### config.mk
export PLATFORM = sky130hd
export DESIGN_NAME = breath_envelope_gen
export DESIGN_NICKNAME = d
export VERILOG_FILES = /design/src/rtl/breath_envelope_gen_pkg.sv /design/src/rtl/breath_step_prescaler.sv /design/src/rtl/breath_envelope_gen.sv
export SDC_FILE = /design/constraint.sdc
export NUM_CORES = 1
export LEC_CHECK = 0
export CORE_ASPECT_RATIO = 0.5
export CORE_UTILIZATION = 58
export DETAILED_ROUTE_END_ITERATION = 6
export GPL_ROUTABILITY_DRIVEN = 1
export GPL_TIMING_DRIVEN = 0
export PLACE_DENSITY = 0.78
export SETUP_SLACK_MARGIN = 0.1
export SLEW_MARGIN = 20
export SYNTH_ARGS = -nofsm -noshare
export SYNTH_HDL_FRONTEND = slang
export SYNTH_HIERARCHICAL = 1
export SYNTH_SLANG_ARGS = --single-unit
### constraint.sdc
create_clock -name clk -period 4.35 [get_ports clk]
set_input_delay 0.87 -clock clk [delete_from_list [all_inputs] [get_ports clk]]
set_output_delay 0.87 -clock clk [all_outputs]
set_load 0.02 [all_outputs]
### src/rtl/breath_envelope_gen_pkg.sv
// Shared types and helpers for the breathing envelope generator.
// Holds the state encoding, datapath widths and the state-to-phase mapping.
package breath_envelope_gen_pkg;

  localparam int DUTY_W = 8;
  localparam int ENV_W  = 7;
  localparam int HOLD_W = 16;

  typedef enum logic [2:0] {
    ST_MANUAL  = 3'd0,
    ST_RISE    = 3'd1,
    ST_HOLD_HI = 3'd2,
    ST_FALL    = 3'd3,
    ST_HOLD_LO = 3'd4
  } state_t;

  // MANUAL and HOLD_LO share phase 0; both sit at a "low/idle" point.
  function automatic logic [1:0] phase_of(input state_t s);
    logic [1:0] p;
    case (s)
      ST_RISE:    p = 2'd1;
      ST_HOLD_HI: p = 2'd2;
      ST_FALL:    p = 2'd3;
      default:    p = 2'd0;
    endcase
    return p;
  endfunction

endpackage

### src/rtl/breath_step_prescaler.sv
// Step-tick prescaler: one tick every max(step_div,1) clk cycles.
// A synchronous clear restarts the count and suppresses the tick.
module breath_step_prescaler #(
  parameter int DIV_W = 24
) (
  input  logic             clk,
  input  logic             rst_n,
  input  logic             clear,
  input  logic [DIV_W-1:0] step_div,
  output logic             tick
);

  logic [DIV_W-1:0] presc;
  logic [DIV_W-1:0] div_last;

  always_comb begin
    div_last = '0;
    if (step_div != '0) div_last = step_div - DIV_W'(1);
  end

  assign tick = !clear && (presc == div_last);

  // A shrinking step_div can leave presc above the new terminal value; wrap it.
  always_ff @(posedge clk or negedge rst_n) begin
    if (!rst_n) begin
      presc <= '0;
    end else if (clear) begin
      presc <= '0;
    end else if (presc >= div_last) begin
      presc <= '0;
    end else begin
      presc <= presc + DIV_W'(1);
    end
  end

endmodule

### src/rtl/breath_envelope_gen.sv
// Breathing brightness envelope (rise/hold/fall/hold) or manual duty pass-through.
// Duty is handed to the PWM stage only on its period_end strobe.
//
// state      | meaning
// -----------+------------------------------------------------
// ST_MANUAL  | env follows clamped manual_duty, prescaler held
// ST_RISE    | env += STEP per tick, saturating at DUTY_MAX
// ST_HOLD_HI | dwell HOLD_TICKS ticks at the peak
// ST_FALL    | env -= STEP per tick, saturating at 0
// ST_HOLD_LO | dwell HOLD_TICKS ticks at the trough
module breath_envelope_gen
  import breath_envelope_gen_pkg::*;
#(
  parameter int DUTY_MAX   = 100,
  parameter int STEP       = 1,
  parameter int HOLD_TICKS = 8,
  parameter int DIV_W      = 24
) (
  input  logic              clk,
  input  logic              rst_n,
  input  logic              mode_breathe,
  input  logic [ENV_W-1:0]  manual_duty,
  input  logic [DIV_W-1:0]  step_div,
  input  logic              period_end,
  output logic [DUTY_W-1:0] duty_out,
  output logic              duty_valid,
  output logic [1:0]        phase
);

  localparam logic [ENV_W-1:0]  ENV_MAX   = ENV_W'(DUTY_MAX);
  localparam logic [DUTY_W-1:0] STEP_D    = DUTY_W'(STEP);
  localparam logic [HOLD_W-1:0] HOLD_LAST = HOLD_W'(HOLD_TICKS - 1);

  state_t            state;
  logic [ENV_W-1:0]  env;
  logic [HOLD_W-1:0] hold_cnt;
  logic              mode_q;
  logic              tick;
  logic              clear;
  logic [ENV_W-1:0]  manual_clamped;
  logic [DUTY_W-1:0] sum_up;
  logic [ENV_W-1:0]  env_up;
  logic [ENV_W-1:0]  env_dn;
  logic              hold_done;

  assign clear = (state == ST_MANUAL) || (mode_breathe != mode_q);

  breath_step_prescaler #(.DIV_W(DIV_W)) u_presc (
    .clk      (clk),
    .rst_n    (rst_n),
    .clear    (clear),
    .step_div (step_div),
    .tick     (tick)
  );

  // Sums are one bit wider than env so the saturation compare never sees a wrap.
  always_comb begin
    manual_clamped = (manual_duty > ENV_MAX) ? ENV_MAX : manual_duty;
    sum_up         = {1'b0, env} + STEP_D;
    env_up         = (sum_up >= {1'b0, ENV_MAX}) ? ENV_MAX : sum_up[ENV_W-1:0];
    env_dn         = ({1'b0, env} < STEP_D) ? '0 : (env - STEP_D[ENV_W-1:0]);
    hold_done      = (HOLD_TICKS == 0) || (hold_cnt == HOLD_LAST);
  end

  always_ff @(posedge clk or negedge rst_n) begin
    if (!rst_n) begin
      state    <= ST_MANUAL;
      env      <= '0;
      hold_cnt <= '0;
      mode_q   <= 1'b0;
    end else begin
      mode_q <= mode_breathe;
      if (state == ST_MANUAL) begin
        if (mode_breathe) state <= ST_RISE;
        else              env   <= manual_clamped;
      end else if (!mode_breathe) begin
        state <= ST_MANUAL;
        env   <= manual_clamped;
      end else if (tick) begin
        case (state)
          ST_RISE: begin
            env <= env_up;
            if (env_up == ENV_MAX) begin
              state    <= ST_HOLD_HI;
              hold_cnt <= '0;
            end
          end
          ST_HOLD_HI: begin
            if (hold_done) state    <= ST_FALL;
            else           hold_cnt <= hold_cnt + HOLD_W'(1);
          end
          ST_FALL: begin
            env <= env_dn;
            if (env_dn == '0) begin
              state    <= ST_HOLD_LO;
              hold_cnt <= '0;
            end
          end
          ST_HOLD_LO: begin
            if (hold_done) state    <= ST_RISE;
            else           hold_cnt <= hold_cnt + HOLD_W'(1);
          end
          default: state <= ST_MANUAL;
        endcase
      end
    end
  end

  // Shadow register: env sampled before any same-cycle tick lands.
  always_ff @(posedge clk or negedge rst_n) begin
    if (!rst_n) begin
      duty_out   <= '0;
      duty_valid <= 1'b0;
    end else if (period_end) begin
      duty_out   <= {1'b0, env};
      duty_valid <= ({1'b0, env} != duty_out);
    end else begin
      duty_valid <= 1'b0;
    end
  end

  assign phase = phase_of(state);

endmodule

==> metrics.md, run 1 <==
| Metric | Value |
|---|---|
| Area Growth Syn to Fin | `45.4%` |
| Flop2flop setup slack | `1460 ps` |
| Yosys warning total | `6` |
| RSZ-0062 raised after global routing | `true` |
| EDFF count, synth | `0` |
| Die span in x | `130 um` |
| Clock Path Buffers | `2` |
| Hpwl dp | `8500 um` |
| Multi-input combinational cell area | `3770 um2` |
| Initial antenna violation count | `0` |
| Root Buffer | `clkbuf_16` |
| Reg2Reg Depth | `11` |
| Top_reg_cell synth | `dfrtp_1` |
| Number of global-route vias before repair | `4,447` |
| Grt ovf | `0` |
| Worst-Skew Late Latency | `330 ps` |
| RR Endpoint | `hold_cnt[7]` |
| Fin crit share | `1.09` |
| Register area | `1480 um2` |
| Fillers | `333` |
| Proportion of layout cells with a drive suffix above 1 | `0.338` |
| Synthesized net count | `604` |
| Sinks on the clock net | `59` |
| Distinct cells, synth | `68` |
| GPL Wtd Cong | `0.910` |
| Final setup vio count | `26` |
| Hold_ws | `422 ps` |
| Worst Path Arrival | `4920 ps` |
| Initial core utilization | `0.621` |
| CP Launch Type | `input pin` |
| Most frequent cells in the layout | `dfrtp_1 (59), nand2_1 (37), buf_4 (34)` |
| Cells after Synth | `539` |
| N_diodes | `0` |
| CTS tree | `yes` |
| Commonest non-fill, non-tap cell in the layout | `dfrtp_1` |
| Outcome | `finished, violations left` |
| Pwr per Cell Area | `242 nW/um2` |
| Maxcap violations | `0` |
| Hold-fix buffers, CTS | `0` |
| Post-synthesis async set-or-reset flop share | `1.00` |
| Nets | `711` |
| Largest net degree at the start of global routing | `40` |
| DRT Pass-1 Iters | `7` |
| Minimum clock period | `4730 ps` |
| Critical Path Fanout Max | `6` |
| Routed WL | `15,800 um` |
| Sequential share of the synthesized area | `0.313` |
| Setup_tns | `-5540 ps` |
| Placed cell count | `691` |
| F_max | `211 MHz` |
| Max transition margin | `0.346` |
| Die H | `65.8 um` |
| Drt first-iter violations | `519` |
| First-pass GRT wire length | `22,100 um` |
| Register bit count reported by yosys | `59` |
| Htree depth | `3` |
| Failing checks | `design-rule violations, negative setup slack` |
| CTS buffer count | `9` |
| Maximum vdd drop | `0.248 mV` |
| Clk pin slew, worst setup/hold paths | `50 ps` |
| Via count | `5,030` |
| Data required, critical path | `4540 ps` |
| Reg2reg start | `u_presc/presc[15]` |
| Slew Viols, Final | `0` |
| Critical path type | `input pin to flip-flop` |
| Core area | `7600 um2` |
| Lkg Pwr | `0.00287 uW` |
| WL/cell | `20.8 um` |
| Crit. End Element | `flip-flop` |
| All-layer global routing usage | `0.335` |
| Die area | `8520 um2` |
| Syn_area_per_cell | `8.75 um2` |
| DRT antenna net count | `0` |
| Worst Max-Slew Pin Slew | `973 ps` |
| Min-Delay Path Class | `input pin to async pin` |
| Final worst slack | `-380 ps` |
| Area of the mapped netlist | `4720 um2` |
| Post-route clock skew | `8.13 ps` |
| Top Ports | `46` |
| Final core occ | `0.903` |
| DRC violations left | `4` |
| Row count | `22` |
| Vias/cell | `6.63` |
| Input/output buffers | `43` |
| Hold Fails Final Rpt | `0` |
| Non-filler instance count after layout | `759` |
stage by stage:
stage          total power, uW  worst slack (ps)  instance area (um2)
6_report                  1660              -380                 6860
5_1_grt                   1720              -459                 6860
4_1_cts                   1620              -361                 6330
3_5_place_dp               892             -1380                 5550
3_3_place_gp               886             -1350                 5530
2_1_floorplan              776              -363                 4970
layout make-up:
cell class                      instances  area share
Buffer                                 25      0.0299
Multi-Input combinational cell        445       0.549
Inverter                                9     0.00492
Sequential cell                        59       0.215
Timing Repair Buffer                   97       0.138
Clock inverter                          5     0.00766
Tap cell                              108      0.0197
Clock buffer                           11      0.0354
sequential cells by signal, summed over array words and instances (netlist names):
name and flops:
hold_cnt 16, duty_out 7, state 3, duty_valid 1, mode_q 1, env 7
u_presc/presc 24
cells by family after synthesis:
| group | Yosys count | synth area share |
|---|---|---|
| xor+xnor | 45 | 0.0836 |
| flops | 59 | 0.313 |
| buf+inv | 35 | 0.0408 |
| compound gates | 108 | 0.167 |
| other cells | 1 | 0.000795 |
| fa+ha+maj | 30 | 0.0796 |
| mux | 13 | 0.0305 |
| simple gates | 248 | 0.284 |
critical path, cell delays in order:
cell,delay [ps]
buf_8,100
or4_4,530
or4b_4,510
buf_6,150
nor4_4,200
buf_4,180
nor2_1,30
mux2i_1,210
ha_1,190
nand4_1,170
nor4_4,300
nand3_2,150
nor3_4,210
o311a_4,270
buf_6,120
o21ai_4,50
buf_6,160
o41ai_4,380
o31ai_2,140
worst max-delay path by stage:
stage / from / to / slack (ps) / cells after the start
5_1_grt: step_div[0] / hold_cnt[7] / -460 / 19
6_report: step_div[18] / hold_cnt[7] / -380 / 19
2_1_floorplan: step_div[19] / hold_cnt[11] / -360 / 17
3_3_place_gp: step_div[5] / hold_cnt[11] / -1350 / 17
4_1_cts: step_div[18] / hold_cnt[11] / -360 / 18
3_5_place_dp: step_div[5] / hold_cnt[11] / -1380 / 17
synthesized netlist by cell type, types with 13 or more instances:
library cell / number / share of area
nand4_1: 15 / 0.020
nor3_1: 39 / 0.041
dfrtp_1: 59 / 0.31
xor2_1: 28 / 0.052
nand3_1: 22 / 0.023
xnor2_1: 17 / 0.032
o21ai_0: 15 / 0.016
a21oi_1: 22 / 0.023
and3_1: 13 / 0.017
nor2_1: 33 / 0.026
ha_1: 30 / 0.080
nand2_1: 52 / 0.041
timing repair:
action | 4_1_cts | 5_1_grt
pin swaps | 28 | 42
resized for setup | 91 | 85
buffers inserted | 28 | 23
setup endpoints to repair | 50 | 50
cloned | 2 | 0
routing by layer:
layer | share of wire | GRT usage | vias up
li1 | - | - | 2247
met1 | 0.41 | 0.444 | 2410
met2 | 0.48 | 0.557 | 299
met3 | 0.073 | 0.0672 | 74
met4 | 0.034 | 0.105 | 0
met5 | 0 | 0 | -
where the power goes:
group          switching [uW]  internal (uW)
sequential               23.2            570
clock                     249            455
combinational             204            158
total                     476           1180
Note: power is estimated with default switching activity, not from simulation.
==> run 2, diff against run 1 <==
--- a/config.mk
+++ b/config.mk
@@ -6,6 +6,7 @@
 export NUM_CORES = 1
 export LEC_CHECK = 0
 export CORE_ASPECT_RATIO = 0.5
+export CORE_MARGIN = 4
 export CORE_UTILIZATION = 58
 export DETAILED_ROUTE_END_ITERATION = 6
 export GPL_ROUTABILITY_DRIVEN = 1
==> constraint.sdc (replaced) <==
create_clock -name clk -period 4.7 [get_ports clk]
set_input_delay 0.94 -clock clk [delete_from_list [all_inputs] [get_ports clk]]
set_output_delay 0.94 -clock clk [all_outputs]
set_load 0.02 [all_outputs]
==> run 2 against run 1 <==
  * The run ends with negative setup slack left
  * Sequential share of layout area up 2.1 points
  * Sequential power decreased by 7.6%
  * Hold slack improved by 100 ps
  * Non-clock buffer count is 19 lower
  * Clock skew increased by 0.84 ps
  * Global-route usage shrank 6.8 points
  * Final cell count shrank 2.6%
  * Critical path type unchanged
  * Critical endpoint is now hold_cnt[0]
  * Largest cell class unchanged
==> metrics.md, run 2 (synthesis results as in run 1) <==
| Metric | Value |
|---|---|
| DRT Pass-1 Iters | `5 (-2)` |
| P_int | `1050 uW (-11%)` |
| Clock Path Buffers | `2 (unchanged)` |
| Pwr per Cell Area | `234 nW/um2 (-3.1%)` |
| Sinks on the clock net | `59 (unchanged)` |
| CP Launch Point | `step_div[18]` |
| F_max | `208 MHz` |
| Combinational group share of total power | `0.202 (-0.016)` |
| Reg2reg start | `u_presc/presc[17]` |
| CTS tree | `yes` |
| Sw frac | `0.280 (-0.00699)` |
| Sequential share of power | `0.375 (+0.018)` |
| Worst Path Arrival | `5020 ps (+100 ps)` |
| Maximum vdd drop | `0.282 mV (+14%)` |
| Routed wl met3 | `795 um (-31%)` |
| Crit. End Element | `flip-flop` |
| Top routing layer used | `met4` |
| Row count | `22 (unchanged)` |
| CP Depth | `17 (-2)` |
| Lkg Pwr | `0.00265 uW (-7.6%)` |
| Largest net degree at the start of global routing | `36 (-10%)` |
| Outcome | `finished, violations left` |
| Min-Delay Path Class | `input pin to async pin` |
| Die area | `9730 um2 (+14%)` |
| Final worst slack | `-114 ps (+266 ps)` |
| Slowest Stage Delay on Critical Path | `550 ps (+20 ps)` |
| N_diodes | `0 (unchanged)` |
| CTS buffer count | `9 (unchanged)` |
| GPL Wtd Cong | `0.942 (+3.5%)` |
| Critical path type | `input pin to flip-flop` |
| CP Buf/Inv Count | `4 (-1)` |
| Top Ports | `46 (unchanged)` |
| Critical Path Fanout Max | `4 (-2)` |
| Hpwl dp | `8380 um (-1.4%)` |
| Area Growth Syn to Fin | `32.3%` |
| Biggest register | `u_presc/presc` |
| Number of global-route vias before repair | `4,352 (-2.1%)` |
| Fillers | `493 (+48%)` |
| Met2 Wirelength | `6250 um (-17%)` |
| CP top delay family | `simple AND/OR/NAND/NOR gates` |
| Proportion of layout cells with a drive suffix above 1 | `0.247 (-0.0907)` |
| Data required, critical path | `4900 ps (+360 ps)` |
| Worst Max-Slew Pin Slew | `843 ps (-131 ps)` |
| Via count | `4,631 (-7.9%)` |
| Largest register FFs | `24 (unchanged)` |
| Clk pin slew, worst setup/hold paths | `60 ps (about the same)` |
| Initial antenna violation count | `0 (unchanged)` |
| First-pass GRT wire length | `21,300 um (-3.6%)` |
| WL/cell | `17.9 um (-14%)` |
| Slowest cell on crit path | `or4_4` |
| Flop2flop setup slack | `1820 ps (+360 ps)` |
| Fin crit share | `1.02` |
| Post-route clock skew | `8.98 ps (+0.842 ps)` |
| All-layer global routing usage | `0.267 (-0.0678)` |
| Final setup vio count | `8 (-69%)` |
| Slew Viols, Final | `0 (unchanged)` |
| CP Launch Type | `input pin` |
| Reg2Reg Depth | `10 (-1)` |
| Commonest non-fill, non-tap cell in the layout | `dfrtp_1` |
| Minimum clock period | `4810 ps` |
| Initial core utilization | `0.621 (unchanged)` |
| DRT antenna net count | `0 (unchanged)` |
| Die span in x | `136 um (+4.6%)` |
| Setup WS pre-CTS | `-1120 ps (+254 ps)` |
| Hold Fails Final Rpt | `0 (unchanged)` |
| Root Buffer | `clkbuf_16` |
| Routed WL | `13,200 um (-16%)` |
| RSZ-0062 raised after global routing | `true` |
| Failing checks | `negative setup slack` |
| Grt ovf | `0 (unchanged)` |
| RR Endpoint | `hold_cnt[0]` |
| CP Cell Sequence | `buf_6 -> or4_4 -> or4b_4 -> or4_4 -> buf_6 -> buf_8 -> nand2_4 -> ha_4 -> nand4_1 -> nor4_4 -> nand3_4 -> nor3_4 -> o311a_4 -> buf_4 -> o21ai_4 -> or3_4 -> mux2_4` |
| Htree depth | `3 (unchanged)` |
| Largest regs | `u_presc/presc (24), hold_cnt (16)` |
| Metal-1 WL | `5990 um (-8.5%)` |
| Worst setup path endpoint | `hold_cnt[0]` |
| Die H | `71.8 um (+9.1%)` |
| Drt first-iter violations | `336 (-35%)` |
| Most frequent cells in the layout | `dfrtp_1 (59), nand2_1 (46), buf_4 (33)` |
| Switch Pwr | `410 uW (-14%)` |
| Maxcap violations | `0 (unchanged)` |
| DRC violations left | `0 (-4)` |
| Input/output buffers | `43 (unchanged)` |
| Vias/cell | `6.27 (-5.4%)` |
| Core area | `7600 um2 (unchanged)` |
| Nets | `692 (-2.7%)` |
| Setup_tns | `-434 ps (+5100 ps)` |
| Clock Power Share | `0.423 (-0.002)` |
| Max transition margin | `0.434 (+0.0877)` |
| Worst-Skew Late Latency | `330 ps (about the same)` |
## run 2: cell count changes in the layout (fill, tap and decap cells not counted), sizes merged
cell,delta
buf,-20
bufinv,-1
clkdlybuf4s15,+1
clkdlybuf4s50,+1
clkinv,-3
dlygate4sd2,+3
dlymetal6s2s,-1
## run 2: worst min path at each step
stage / slack [ps] / to / cells after the start
global placement: 480 / hold_cnt[11] / 1
global route: 530 / hold_cnt[12] / 1
finish: 520 / duty_out[0] / 1
detailed placement: 500 / hold_cnt[11] / 1
CTS: 520 / hold_cnt[11] / 1
floorplan: 460 / hold_cnt[11] / 1
## run 2: layout make-up
class	instances	area (um2)	share of cell area
plain buffers	25	165	0.0265
clock buffers	14	274	0.0439
clock inverters	1	7.51	0.00120
inverters	9	33.8	0.00541
multi-input cells	445	3440	0.551
flip-flops and latches	59	1480	0.237
well taps	108	135	0.0217
repair buffers	78	711	0.114
## run 2: timing repair
item,in CTS,in global routing
cloned,0,2
pin swaps,36,20
setup endpoints to repair,50,50
resized for setup,81,39
hold buffers,0,0
buffers inserted,28,4
## run 2: power by group through the flow
stage	sequential [uW]	clock (uW)	combinational, uW
CTS	547	620	281
detailed placement	555	0	260
global route	550	650	320
finish	548	619	296
global placement	555	0	256
floorplan	563	0	144
## run 2: layer usage
metal,up-vias,GRT usage
met5,-,0
met4,0,0.0559
met3,28,0.0533
met2,188,0.439
met1,2218,0.370
li1,2197,-
## run 2: through the flow
| stage | instance area [um2] | hold slack, ps | cells | total power (uW) | utilization |
|---|---|---|---|---|---|
| after floorplan | 4780 | 464 | 539 | 707 | - |
| final | 6240 | 522 | 739 | 1460 | 0.821 |
| after CTS | 6040 | 522 | 733 | 1450 | 0.796 |
| after global routing | 6240 | 532 | 739 | 1520 | 0.821 |
| after detailed placement | 5360 | 504 | 691 | 816 | 0.706 |
| after global placement | 5350 | 482 | 690 | 810 | 0.704 |
